`config.mk`:
```
export PLATFORM = sky130hd
export DESIGN_NAME = hex_keypad_scanner
export DESIGN_NICKNAME = d
export VERILOG_FILES = /design/src/rtl/hex_keypad_scanner_pkg.sv /design/src/rtl/hex_keypad_scanner_sync2.sv /design/src/rtl/hex_keypad_scanner.sv
export SDC_FILE = /design/constraint.sdc
export NUM_CORES = 1
export LEC_CHECK = 0
export ABC_AREA = 1
export BUFFER_PORTS_ARGS = -buffer_cell sky130_fd_sc_hd__buf_2
export CORE_MARGIN = 5
export CORE_UTILIZATION = 49
export CTS_BUF_LIST = sky130_fd_sc_hd__clkbuf_16
export CTS_CLUSTER_SIZE = 12
export DETAILED_ROUTE_END_ITERATION = 8
export GPL_TIMING_DRIVEN = 0
export PLACE_DENSITY = 0.68
export SYNTH_ARGS = -nofsm -noshare
export SYNTH_HDL_FRONTEND = slang
export SYNTH_SLANG_ARGS = --single-unit
```
`constraint.sdc`:
```
create_clock -name i_clk -period 3.5 [get_ports i_clk]
set_input_delay 1.05 -clock i_clk [delete_from_list [all_inputs] [get_ports i_clk]]
set_output_delay 1.05 -clock i_clk [all_outputs]
set_load 0.05 [all_outputs]
```
`src/rtl/hex_keypad_scanner_pkg.sv`:
```
// Shared types, key map and column helpers for the hex keypad scanner.
//   kp_state_t : scanner FSM states
//   KEYMAP     : (row, column index) -> hex key code
//   col_index  : one-hot active-low column drive -> column index
//   rotate_col : next column in the scan order 1110 -> 1101 -> 1011 -> 0111
package hex_keypad_scanner_pkg;

    typedef enum logic [1:0] {
        SCAN    = 2'd0,
        CONFIRM = 2'd1,
        PRESSED = 2'd2
    } kp_state_t;

    localparam logic [3:0] KEYMAP [0:3][0:3] = '{
        '{4'h1, 4'h2, 4'h3, 4'hA},
        '{4'h4, 4'h5, 4'h6, 4'hB},
        '{4'h7, 4'h8, 4'h9, 4'hC},
        '{4'h0, 4'hF, 4'hE, 4'hD}
    };

    function automatic logic [1:0] col_index(input logic [3:0] col);
        logic [1:0] idx;
        case (col)
            4'b1110: idx = 2'd0;
            4'b1101: idx = 2'd1;
            4'b1011: idx = 2'd2;
            4'b0111: idx = 2'd3;
            default: idx = 2'd0;
        endcase
        return idx;
    endfunction

    function automatic logic [3:0] rotate_col(input logic [3:0] col);
        return {col[2:0], col[3]};
    endfunction

endpackage

```
`src/rtl/hex_keypad_scanner_sync2.sv`:
```
// Two-flop synchronizer for asynchronous level inputs.
//   i_clk   : destination clock
//   i_rst   : asynchronous active-high reset, clears both stages to all ones
//   i_async : asynchronous input bus
//   o_sync  : synchronized output, two cycles behind i_async
module sync2 #(
    parameter int unsigned WIDTH = 1
) (
    input  logic             i_clk,
    input  logic             i_rst,
    input  logic [WIDTH-1:0] i_async,
    output logic [WIDTH-1:0] o_sync
);

    logic [WIDTH-1:0] r_meta;
    logic [WIDTH-1:0] r_sync;

    always_ff @(posedge i_clk or posedge i_rst) begin
        if (i_rst) begin
            r_meta <= '1;
            r_sync <= '1;
        end else begin
            r_meta <= i_async;
            r_sync <= r_meta;
        end
    end

    assign o_sync = r_sync;

endmodule

```
`src/rtl/hex_keypad_scanner.sv`:
```
// 4x4 hex keypad scanner with debounce and a 4-digit key history register.
//   i_clk        : system clock
//   i_rst        : asynchronous active-high reset
//   i_row        : keypad rows, active-low, asynchronous
//   o_col        : column drive, one-hot active-low
//   o_key_code   : last accepted key
//   o_key_valid  : one-cycle pulse on key acceptance
//   o_key_held   : high from acceptance until the release is debounced
//   o_data       : last four accepted keys, newest in [3:0]
module hex_keypad_scanner
    import hex_keypad_scanner_pkg::*;
#(
    parameter int unsigned SCAN_DIV       = 100_000,
    parameter int unsigned DEBOUNCE_SCANS = 4
) (
    input  logic        i_clk,
    input  logic        i_rst,
    input  logic [3:0]  i_row,
    output logic [3:0]  o_col,
    output logic [3:0]  o_key_code,
    output logic        o_key_valid,
    output logic        o_key_held,
    output logic [15:0] o_data
);

    localparam int unsigned DIV_W = (SCAN_DIV > 1) ? $clog2(SCAN_DIV) : 1;
    localparam int unsigned CNT_W = $clog2(DEBOUNCE_SCANS + 1);
    localparam logic [DIV_W-1:0] DIV_LAST = DIV_W'(SCAN_DIV - 1);
    // Acceptance happens on the tick that would bring a counter to DEBOUNCE_SCANS.
    localparam logic [CNT_W-1:0] CNT_LAST = CNT_W'(DEBOUNCE_SCANS - 1);

    logic [3:0]       w_rs;
    logic             w_tick;
    logic             w_row_hit;
    logic [1:0]       w_row_idx;
    logic [3:0]       w_code;

    logic [DIV_W-1:0] r_div_cnt;
    kp_state_t        r_state;
    logic [3:0]       r_col;
    logic [3:0]       r_cand;
    logic [CNT_W-1:0] r_match_cnt;
    logic [CNT_W-1:0] r_rel_cnt;
    logic [3:0]       r_key_code;
    logic             r_key_valid;
    logic             r_key_held;
    logic [15:0]      r_data;

    sync2 #(
        .WIDTH (4)
    ) u_row_sync (
        .i_clk   (i_clk),
        .i_rst   (i_rst),
        .i_async (i_row),
        .o_sync  (w_rs)
    );

    assign w_tick = (r_div_cnt == DIV_LAST);

    // Iterate high to low so the lowest low row is the final assignment.
    always_comb begin
        w_row_hit = 1'b0;
        w_row_idx = 2'd0;
        for (int r = 3; r >= 0; r--) begin
            if (!w_rs[r]) begin
                w_row_hit = 1'b1;
                w_row_idx = 2'(r);
            end
        end
    end

    assign w_code = KEYMAP[w_row_idx][col_index(r_col)];

    always_ff @(posedge i_clk or posedge i_rst) begin
        if (i_rst) begin
            r_div_cnt <= '0;
        end else if (w_tick) begin
            r_div_cnt <= '0;
        end else begin
            r_div_cnt <= r_div_cnt + DIV_W'(1);
        end
    end

    always_ff @(posedge i_clk or posedge i_rst) begin
        if (i_rst) begin
            r_state     <= SCAN;
            r_col       <= 4'b1110;
            r_cand      <= 4'h0;
            r_match_cnt <= '0;
            r_rel_cnt   <= '0;
            r_key_code  <= 4'h0;
            r_key_valid <= 1'b0;
            r_key_held  <= 1'b0;
            r_data      <= 16'h0000;
        end else begin
            r_key_valid <= 1'b0;
            if (w_tick) begin
                unique case (r_state)
                    SCAN: begin
                        if (!w_row_hit) begin
                            r_col <= rotate_col(r_col);
                        end else begin
                            r_cand      <= w_code;
                            r_match_cnt <= CNT_W'(1);
                            r_state     <= CONFIRM;
                        end
                    end
                    CONFIRM: begin
                        if (w_row_hit && (w_code == r_cand)) begin
                            if (r_match_cnt >= CNT_LAST) begin
                                r_match_cnt <= '0;
                                r_rel_cnt   <= '0;
                                r_key_code  <= r_cand;
                                r_data      <= {r_data[11:0], r_cand};
                                r_key_valid <= 1'b1;
                                r_key_held  <= 1'b1;
                                r_state     <= PRESSED;
                            end else begin
                                r_match_cnt <= r_match_cnt + CNT_W'(1);
                            end
                        end else begin
                            // Sample disagreed: treat as a glitch and move on.
                            r_match_cnt <= '0;
                            r_col       <= rotate_col(r_col);
                            r_state     <= SCAN;
                        end
                    end
                    PRESSED: begin
                        if (!w_row_hit) begin
                            if (r_rel_cnt >= CNT_LAST) begin
                                r_rel_cnt  <= '0;
                                r_key_held <= 1'b0;
                                r_col      <= rotate_col(r_col);
                                r_state    <= SCAN;
                            end else begin
                                r_rel_cnt <= r_rel_cnt + CNT_W'(1);
                            end
                        end else begin
                            r_rel_cnt <= '0;
                        end
                    end
                    default: begin
                        r_state <= SCAN;
                    end
                endcase
            end
        end
    end

    assign o_col       = r_col;
    assign o_key_code  = r_key_code;
    assign o_key_valid = r_key_valid;
    assign o_key_held  = r_key_held;
    assign o_data      = r_data;

endmodule

```
==> impl_metrics.env, run 1 <==
export IMPL_outcome="finished, final reports clean"
export IMPL_num_rows=29
export IMPL_cp_data_arrival_time_ns=1.20
export IMPL_synth_cells=387
export IMPL_cts_tree="yes"
export IMPL_crit_type="flip-flop to output pin"
export IMPL_p_leak_nw=1.94
export IMPL_critPathBufInv=1
export IMPL_seq_area_frac_synth_pct=47.1
export IMPL_final_hold_violation_count=0
export IMPL_synth_seq_cells=59
export IMPL_tns_ns=0
export IMPL_core_area_sq_um=6310
export IMPL_setup_viol=0
export IMPL_clock_path_buffers=2
export IMPL_vias=2515
export IMPL_globalplace_congestion=0.876
export IMPL_period_needed_ns=2.25
export IMPL_grt_pass1_vias=2530
export IMPL_drive_gt1_share_pct=23.7
export IMPL_io_buffers=31
export IMPL_fin_total_pwr_mw=1.55
export IMPL_dr_wl_met2_mm=2.72
export IMPL_synth_top_family_by_area="simple AND/OR/NAND/NOR gates"
export IMPL_cts_hold_buf=0
export IMPL_crit_fanout=7
export IMPL_groute_usage_overall_pct=16.0
export IMPL_fin_nets=443
export IMPL_synthToLayoutAreaGrowth_pct=17.4
export IMPL_slew_violations=0
export IMPL_worst_pin_slew_ns=0.546
export IMPL_m1WireLength_mm=2.80
export IMPL_critPathMaxStageDelay_ns=0.60
export IMPL_postCtsSetupBuffers=0
export IMPL_fp_dieArea_sq_um=8160
export IMPL_rsz0062_at_grt="no"
export IMPL_synth_adder_area_share_pct=2.77
export IMPL_yosys_area_share_simple_pct=30.9
export IMPL_dp_hpwl_mm=4.33
export IMPL_fmax_mhz=445
export IMPL_wl_per_cell_um=11.5
export IMPL_syn_num_nets=400
export IMPL_syn_area_sq_um=3160
export IMPL_clkTransAtPathRegs_ns=0.05
export IMPL_wirelength_mm=5.91
export IMPL_drc_errors=0
export IMPL_insertion_delay_ns=0.32
export IMPL_diodes=0
export IMPL_final_antenna_net_count=0
export IMPL_irDropWorstVdd_mv=0.330
export IMPL_endpoint_kind="output pin"
export IMPL_multi_input_area_sq_um=1360
export IMPL_top_layer="met4"
export IMPL_nFillCells=564
export IMPL_synth_xor_area_share_pct=0.554
export IMPL_antenna_found_initial=0
export IMPL_clkSinkCount=59
export IMPL_cts_root_buf="clkbuf_16"
export IMPL_initial_utilization_pct=50.1
export IMPL_synth_area_per_cell_sq_um=8.17
export IMPL_cts_buffers=9
export IMPL_register_area_sq_um=1490
export IMPL_gr_total_overflow=0
export IMPL_grt_pass1_wl_mm=10.8
export IMPL_cp_slowest_cell="dfstp_2"
export IMPL_relSlewSlack_pct=63.5
export IMPL_synth_compound_area_share_pct=8.67
export IMPL_post_cts_resized=0
export IMPL_finalCritPeriodShare_pct=64.2
export IMPL_drtIter0Drc=83
export IMPL_ys_types=35
export IMPL_synthMuxAreaShare_pct=0
export IMPL_dr_wl_met3_um=277
export IMPL_critPathRequiredTime_ns=2.45
export IMPL_dieHeight_um=90.3
export IMPL_hold_class="flip-flop to flip-flop"
export IMPL_path_delay_family="flip-flops"
export IMPL_drt_first_pass_iters=5
export IMPL_ys_warn_count=0
export IMPL_io_pins=32
export IMPL_grt_max_degree=36
export IMPL_maxCapViolCount=0
export IMPL_fin_skew_ns=0.00825
export IMPL_cp_start_kind="flip-flop"
export IMPL_cts_max_level=3
export IMPL_power_density_nw_per_um2=418
export IMPL_path_cells="buf_2"
export IMPL_vias_per_cell=4.91
export IMPL_fp_dieW_um=90.3
cells in the final DEF, fill, tap and decap left out, drive strengths merged:
cell type	netlist	routed
a211oi	1	1
a21oi	10	10
a221oi	1	1
buf	7	39
bufinv	0	1
clkbuf	0	9
clkinv	1	4
dfrtp	48	48
dfstp	11	11
ha	7	7
inv	66	69
nand2	109	109
nand3	34	34
nand4	5	5
nor2	41	41
nor3	7	7
nor4	3	3
o2111ai	1	1
o21ai	31	31
o21bai	1	1
o22ai	1	1
xnor2	1	1
xor2	1	1
state kept, by name, summed over array words and instances (netlist names):
register and flops:
r_div_cnt 17, o_key_code 3, o_key_valid 1, o_data 13, r_match_cnt 3, r_state 2
r_rel_cnt 3, o_key_held 1, o_col 4, u_row_sync.o_sync 4, u_row_sync.r_meta 4, r_cand 4
synth_stat cells:
library cell / instances / area (sq um)
a211oi_1: 1 / 7.51
a21oi_1: 10 / 50.1
a221oi_1: 1 / 8.76
buf_4: 4 / 30.0
buf_6: 3 / 33.8
clkinv_1: 1 / 3.75
dfrtp_1: 48 / 1200
dfstp_2: 11 / 289
ha_1: 7 / 87.6
inv_1: 63 / 236
inv_2: 3 / 11.3
nand2_1: 90 / 338
nand2_2: 16 / 100
nand2_4: 2 / 22.5
nand2_8: 1 / 20.0
nand3_1: 29 / 145
nand3_2: 3 / 30.0
nand3_4: 2 / 35.0
nand4_1: 5 / 31.3
nor2_1: 36 / 135
nor2_2: 2 / 12.5
nor2_4: 2 / 22.5
nor2_8: 1 / 20.0
nor3_1: 6 / 30.0
nor3_2: 1 / 10.0
nor4_1: 2 / 12.5
nor4_2: 1 / 12.5
o2111ai_1: 1 / 8.76
o21ai_0: 19 / 95.1
o21ai_1: 4 / 20.0
o21ai_2: 8 / 70.1
o21bai_1: 1 / 7.51
o22ai_1: 1 / 6.26
xnor2_1: 1 / 8.76
xor2_1: 1 / 8.76
kinds of logic (layout without fill, tap and decap cells):
family / after synthesis / in the layout
simple gates: 199 / 199
compound gates: 46 / 46
flops: 59 / 59
xor+xnor: 2 / 2
fa+ha+maj: 7 / 7
buf+inv: 74 / 122
worst paths after layout:
| kind | cells after the start | startpoint | slack, ns | to |
|---|---|---|---|---|
| min in group asynchronous | 2 | i_rst | 0.78 | o_col[0] |
| worst min-delay path | 0 | u_row_sync.r_meta[3] | 0.35 | u_row_sync.o_sync[3] |
| worst min register to register | 0 | u_row_sync.r_meta[3] | 0.35 | u_row_sync.o_sync[3] |
| worst max-delay path | 1 | o_col[3] | 1.25 | o_col[3] |
| max in group asynchronous | 3 | i_rst | 2.09 | u_row_sync.o_sync[3] |
| worst max register to register | 14 | u_row_sync.o_sync[0] | 1.29 | o_key_code[2] |
where the power goes:
part	switching [mW]	total (mW)	internal, mW
registers	0.00274	0.695	0.692
logic	0.0332	0.0476	0.0144
clock network	0.276	0.810	0.534
total	0.312	1.55	1.24
metrics by stage:
stage / cell area [sq um] / hold WS (ns) / std cells / setup slack [ns] / utilization [%]
floorplan: 3160 / 0.345 / 387 / 1.01 / -
global placement: 3410 / 0.346 / 495 / 0.260 / 54.1
detailed placement: 3430 / 0.347 / 496 / 1.29 / 54.4
CTS: 3710 / 0.354 / 512 / 1.24 / 58.8
global route: 3710 / 0.361 / 512 / 1.08 / 58.8
finish: 3710 / 0.354 / 512 / 1.25 / 58.8
cell type report:
type,count,share of cell area (%)
inverter,67,6.78
clock inverter,7,1.42
clock buffer,9,6.07
multi-input combinational,254,36.5
buffer,7,1.72
sequential,59,40.2
tap,77,2.60
timing repair buffer,32,4.72
metal layers:
layer / up-vias / global-route usage [%]
met4: 0 / 8.44
met5: - / 0
li1: 1308 / -
met3: 9 / 4.33
met1: 1144 / 19.7
met2: 54 / 25.5
Power figures use the tool's default switching activity.
==> run 2, diff against run 1 <==
--- a/config.mk
+++ b/config.mk
@@ -13,7 +13,7 @@
 export CTS_CLUSTER_SIZE = 12
 export DETAILED_ROUTE_END_ITERATION = 8
 export GPL_TIMING_DRIVEN = 0
-export PLACE_DENSITY = 0.68
+export PLACE_DENSITY = 0.71
 export SYNTH_ARGS = -nofsm -noshare
 export SYNTH_HDL_FRONTEND = slang
 export SYNTH_SLANG_ARGS = --single-unit
==> constraint.sdc (replaced) <==
create_clock -name i_clk -period 2 [get_ports i_clk]
set_input_delay 0.6 -clock i_clk [delete_from_list [all_inputs] [get_ports i_clk]]
set_output_delay 0.6 -clock i_clk [all_outputs]
set_load 0.05 [all_outputs]
==> run 2 against run 1 <==
Effect of this change:
- the run now ends with negative setup slack left
- utilization grew 5.0 points
- routed wire length grew 13%
- final cell count grew 2.5%
- clock power grew 79%
- total power grew 80%
- critical path type is now flip-flop to flip-flop
- largest cell class is now multi-input gates
- highest routed layer unchanged
==> impl_metrics.env, run 2 (synthesis gave the netlist of run 1 again) <==
export IMPL_period_needed_ns=2.11
export IMPL_final_antenna_net_count=0
export IMPL_antenna_found_initial=0
export IMPL_insertion_delay_ns=0.32
export IMPL_nFillCells=522
export IMPL_setup_viol=25
export IMPL_io_pins=32
export IMPL_drtIter0Drc=168
export IMPL_finalCritPeriodShare_pct=106
export IMPL_endpoint_kind="flip-flop"
export IMPL_fin_ws_ns=-0.112
export IMPL_clock_path_buffers=2
export IMPL_num_rows=29
export IMPL_final_core_util_pct=63.7
export IMPL_p_leak_nw=2.07
export IMPL_rsz0062_at_grt="yes"
export IMPL_layout_common_cells="nand2_1, inv_1, dfrtp_1"
export IMPL_final_hold_violation_count=0
export IMPL_cts_tree="yes"
export IMPL_core_area_sq_um=6310
export IMPL_tns_ns=-1.86
export IMPL_slew_violations=0
export IMPL_fin_skew_ns=0.00421
export IMPL_irDropWorstVdd_mv=0.770
export IMPL_critPathRequiredTime_ns=2.25
export IMPL_drt_first_pass_iters=4
export IMPL_vias_per_cell=5.14
export IMPL_fin_nets=456
export IMPL_dp_hpwl_mm=4.30
export IMPL_dieHeight_um=90.3
export IMPL_vias=2698
export IMPL_grt_max_degree=60
export IMPL_worst_pin_slew_ns=0.578
export IMPL_globalplace_congestion=0.884
export IMPL_synthToLayoutAreaGrowth_pct=27.3
export IMPL_seqPwrFrac_pct=43.6
export IMPL_clock_power_share_pct=52.0
export IMPL_cp_start_kind="flip-flop"
export IMPL_grt_pass1_wl_mm=11.4
export IMPL_drc_errors=0
export IMPL_largest_register="r_div_cnt"
export IMPL_diodes=0
export IMPL_fp_dieArea_sq_um=8160
export IMPL_fmax_mhz=474
export IMPL_failed_checks="negative setup slack"
export IMPL_wl_per_cell_um=12.7
export IMPL_gr_total_overflow=0
export IMPL_largest_register_ff_count=17
export IMPL_p_comb_share_pct=4.4
export IMPL_hold_class="input pin to async pin"
export IMPL_final_common_cell="nand2_1"
export IMPL_clkSinkCount=59
export IMPL_post_place_ws_ns=-0.202
export IMPL_initial_utilization_pct=50.1
export IMPL_p_int_mw=2.20
export IMPL_outcome="complete, but fails checks"
export IMPL_groute_usage_overall_pct=16.8
export IMPL_p_switching_mw=0.587
export IMPL_io_buffers=31
export IMPL_crit_fanout=8
export IMPL_grt_pass1_vias=2616
export IMPL_fp_dieW_um=90.3
export IMPL_wirelength_mm=6.67
export IMPL_clkTransAtPathRegs_ns=0.05
export IMPL_crit_type="flip-flop to flip-flop"
export IMPL_swShare_pct=21.0
export IMPL_cp_data_arrival_time_ns=2.36
export IMPL_maxCapViolCount=0
export IMPL_power_density_nw_per_um2=693
export IMPL_relSlewSlack_pct=61.4
export IMPL_cts_max_level=3
export IMPL_cts_root_buf="clkbuf_16"
export IMPL_drive_gt1_share_pct=34.8
export IMPL_cts_buffers=9
export IMPL_whs_ns=0.336
run 2: cell count changes in the layout (fill, tap and decap cells not counted), moves of 4 or more:
| cell | before | now |
|---|---|---|
| buf_4 | 4 | 15 |
| inv_1 | 65 | 60 |
| nand2_1 | 90 | 76 |
| nand2_2 | 16 | 26 |
| nand2_4 | 2 | 6 |
| nand3_1 | 29 | 21 |
| nand3_2 | 3 | 8 |
| nor2_1 | 36 | 31 |
| o21ai_0 | 19 | 11 |
| o21ai_1 | 4 | 12 |
run 2: path summary, 6_finish.rpt:
kind / start / endpoint / slack (ns) / depth (start not counted)
max in group asynchronous: i_rst / u_row_sync.o_sync[2] / 1.06 / 3
max: u_row_sync.o_sync[0] / o_col[0] / -0.11 / 12
min reg2reg: u_row_sync.r_meta[0] / u_row_sync.o_sync[0] / 0.35 / 0
min: i_rst / o_col[0] / 0.34 / 2
min in group i_clk: u_row_sync.r_meta[0] / u_row_sync.o_sync[0] / 0.35 / 0
max reg2reg: u_row_sync.o_sync[0] / o_col[0] / -0.11 / 12
run 2: layout make-up:
class                      instances  area (sq um)  share of cell area, %
clock buffer                       9           225                   5.60
inverter                          67           260                   6.47
tap                               77          96.3                   2.39
multi-input combinational        254          1540                   38.3
timing repair buffer              45           280                   6.97
clock inverter                     7          60.1                   1.49
sequential                        59          1490                   37.0
buffer                             7          71.3                   1.77
run 2: power by group through the flow:
stage	logic (mW)	clock network [mW]	registers (mW)
2_1_floorplan	0.0619	0	1.23
3_3_place_gp	0.0794	0	1.23
3_5_place_dp	0.0802	0	1.23
4_1_cts	0.107	1.48	1.22
5_1_grt	0.139	1.54	1.22
6_report	0.124	1.45	1.22
run 2: per-layer routing:
layer / part of all wire [%] / vias up / wire length (um) / global-route usage [%]
li1: - / 1337 / - / -
met1: 42 / 1273 / 2820 / 20.4
met2: 51 / 74 / 3380 / 27.5
met3: 5.4 / 14 / 363 / 5.92
met4: 1.6 / 0 / 107 / 5.96
met5: 0 / - / 0 / 0
run 2: worst max-delay path, stage by stage (launching register included):
cell     delay, ns
dfstp_2       0.56
nand2_4       0.06
nor2_4        0.19
ha_4          0.23
nand2_2       0.07
nand2_1       0.06
nand2_2       0.08
nand3_2       0.08
nand2_2       0.11
nand4_1       0.24
nand3_4       0.20
nand2_1       0.07
o21ai_1       0.08
run 2: per-stage QoR:
stage               power [mW]  instance area [sq um]  cells
floorplan                 1.30                   3170    387
global placement          1.31                   3420    495
detailed placement        1.31                   3420    495
CTS                       2.80                   3870    519
global route              2.89                   4020    525
finish                    2.79                   4020    525
run 2: repair_timing:
action                     CTS  global route
pin swaps                    9            18
setup endpoints to repair   30            37
cloned                       0             0
hold buffers                 0             0
gates resized for setup     31            28
hold endpoints to repair     0             0
setup buffers                8             5
==> run 3, diff against run 2 <==
--- a/config.mk
+++ b/config.mk
@@ -6,7 +6,7 @@
 export NUM_CORES = 1
 export LEC_CHECK = 0
 export ABC_AREA = 1
-export BUFFER_PORTS_ARGS = -buffer_cell sky130_fd_sc_hd__buf_2
+export BUFFER_PORTS_ARGS = -buffer_cell sky130_fd_sc_hd__clkbuf_2
 export CORE_MARGIN = 5
 export CORE_UTILIZATION = 49
 export CTS_BUF_LIST = sky130_fd_sc_hd__clkbuf_16
==> run 3 against run 2 <==
Effect of this change:
- the run still ends with negative setup slack left
- hold slack got worse by 0.013 ns
- critical path depth rose by 2
- fmax fell by 1.4%
- global-route usage rose by 1.0 points
- combinational power fell by 3%
- first-iteration DRC count fell by 8.9%
- cell area rose by 0.75%
- flip-flop and latch count did not move
- sequential share of layout area fell by 0.27 points
- die area did not move
- critical path type unchanged
- highest routed layer unchanged
==> impl_metrics.env, run 3 (synthesis gave the netlist of run 1 again) <==
export IMPL_fmax_mhz=467
export IMPL_globalplace_congestion=0.842
export IMPL_final_antenna_net_count=0
export IMPL_grt_pass1_vias=2656
export IMPL_critPathMaxStageDelay_ns=0.58
export IMPL_slew_violations=0
export IMPL_final_common_cell="nand2_1"
export IMPL_vias=2696
export IMPL_vias_per_cell=5.12
export IMPL_drtIter0Drc=153
export IMPL_fin_ws_ns=-0.142
export IMPL_whs_ns=0.323
export IMPL_period_needed_ns=2.14
export IMPL_largest_register="r_div_cnt"
export IMPL_clock_path_buffers=2
export IMPL_wirelength_mm=6.80
export IMPL_hold_class="input pin to async pin"
export IMPL_maxCapViolCount=0
export IMPL_io_pins=32
export IMPL_largest_register_ff_count=17
export IMPL_diodes=0
export IMPL_finalCritPeriodShare_pct=107
export IMPL_final_hold_violation_count=0
export IMPL_outcome="complete, but fails checks"
export IMPL_fp_dieArea_sq_um=8160
export IMPL_tns_ns=-3.02
export IMPL_layout_common_cells="nand2_1, inv_1, dfrtp_1"
export IMPL_dp_hpwl_mm=4.35
export IMPL_failed_checks="negative setup slack"
export IMPL_antenna_found_initial=0
export IMPL_dieHeight_um=90.3
export IMPL_relSlewSlack_pct=61.1
export IMPL_p_leak_nw=2.07
export IMPL_fin_skew_ns=0.00556
export IMPL_fp_dieW_um=90.3
export IMPL_clkSinkCount=59
export IMPL_cp_start_kind="flip-flop"
export IMPL_path_cells="nand2_4, nor2_4, ha_4, inv_2, nand3_1, nand3_1, nand3_2, nand2_2, nand3_4, nor2_8, buf_6, buf_6, nand2_1, nand2_1"
export IMPL_gr_total_overflow=0
export IMPL_cp_startpoint="u_row_sync.o_sync[1]"
export IMPL_initial_utilization_pct=50.1
export IMPL_final_core_util_pct=64.2
export IMPL_wl_per_cell_um=12.9
export IMPL_cts_root_buf="clkbuf_16"
export IMPL_drc_errors=0
export IMPL_setup_viol=30
export IMPL_cts_tree="yes"
export IMPL_power_density_nw_per_um2=692
export IMPL_synthToLayoutAreaGrowth_pct=28.2
export IMPL_crit_fanout=5
export IMPL_io_buffers=31
export IMPL_drive_gt1_share_pct=34.7
export IMPL_cts_max_level=3
export IMPL_grt_pass1_wl_mm=11.9
export IMPL_fin_nets=458
export IMPL_path_delay_family="simple AND/OR/NAND/NOR gates"
export IMPL_r2r_start="u_row_sync.o_sync[1]"
export IMPL_irDropWorstVdd_mv=0.529
export IMPL_critPathBufInv=3
export IMPL_crit_type="flip-flop to flip-flop"
export IMPL_rsz0062_at_grt="yes"
export IMPL_num_rows=29
export IMPL_worst_pin_slew_ns=0.583
export IMPL_cts_hold_buf=0
export IMPL_cp_slowest_cell="dfstp_2"
export IMPL_groute_usage_overall_pct=17.8
export IMPL_grt_max_degree=60
export IMPL_cts_buffers=9
export IMPL_critPathRequiredTime_ns=2.26
export IMPL_drt_first_pass_iters=4
export IMPL_fin_total_pwr_mw=2.80
export IMPL_core_area_sq_um=6310
export IMPL_clkTransAtPathRegs_ns=0.05
export IMPL_endpoint_kind="flip-flop"
export IMPL_cp_data_arrival_time_ns=2.41
export IMPL_insertion_delay_ns=0.33
-- run 3: final timing paths --
path | end | slack [ns] | cells after the start
worst max-delay path | o_data[6] | -0.14 | 14
worst min-delay path | r_cand[0] | 0.32 | 2
worst max register to register | o_data[6] | -0.14 | 14
worst min register to register | u_row_sync.o_sync[2] | 0.35 | 0
max in group asynchronous | u_row_sync.o_sync[1] | 1.06 | 3
min in group i_clk | u_row_sync.r_meta[2] | 0.35 | 1
-- run 3: timing repair --
| item | in CTS | in global routing |
|---|---|---|
| endpoints found under the setup margin | 29 | 37 |
| pin swaps | 16 | 16 |
| buffers inserted | 10 | 3 |
| cloned | 2 | 0 |
| resized for setup | 34 | 30 |
| endpoints found under the hold margin | 0 | 0 |
-- run 3: layer usage --
metal / track usage [%] / part of all wire (%) / routed length, um / vias up
li1: - / - / - / 1346
met2: 29.4 / 51 / 3440 / 74
met5: 0 / 0 / 0 / -
met1: 21.3 / 43 / 2890 / 1266
met4: 9.55 / 1.6 / 112 / 0
met3: 4.42 / 5.2 / 353 / 10
-- run 3: stage by stage --
stage / instance area (sq um) / cells / setup slack, ns
2_1_floorplan: 3170 / 387 / -0.0708
3_3_place_gp: 3420 / 495 / -0.166
3_5_place_dp: 3420 / 495 / -0.197
4_1_cts: 3910 / 523 / -0.103
6_report: 4050 / 527 / -0.142
5_1_grt: 4050 / 527 / -0.268
-- run 3: final cells by class --
type                    count  area (sq um)
plain buffers               7          76.3
clock buffers               9           225
clock inverters             7          58.8
fillers                   520          2260
inverters                  67           263
multi-input cells         254          1520
flip-flops and latches     59          1490
well taps                  77          96.3
repair buffers             47           323
-- run 3: power by group --
group,internal [mW],total (mW),switching (mW),leakage (nW)
logic,0.0492,0.120,0.0710,1.17
clock network,0.944,1.47,0.522,0.138
registers,1.21,1.22,0.00635,0.772
total,2.20,2.80,0.600,2.07
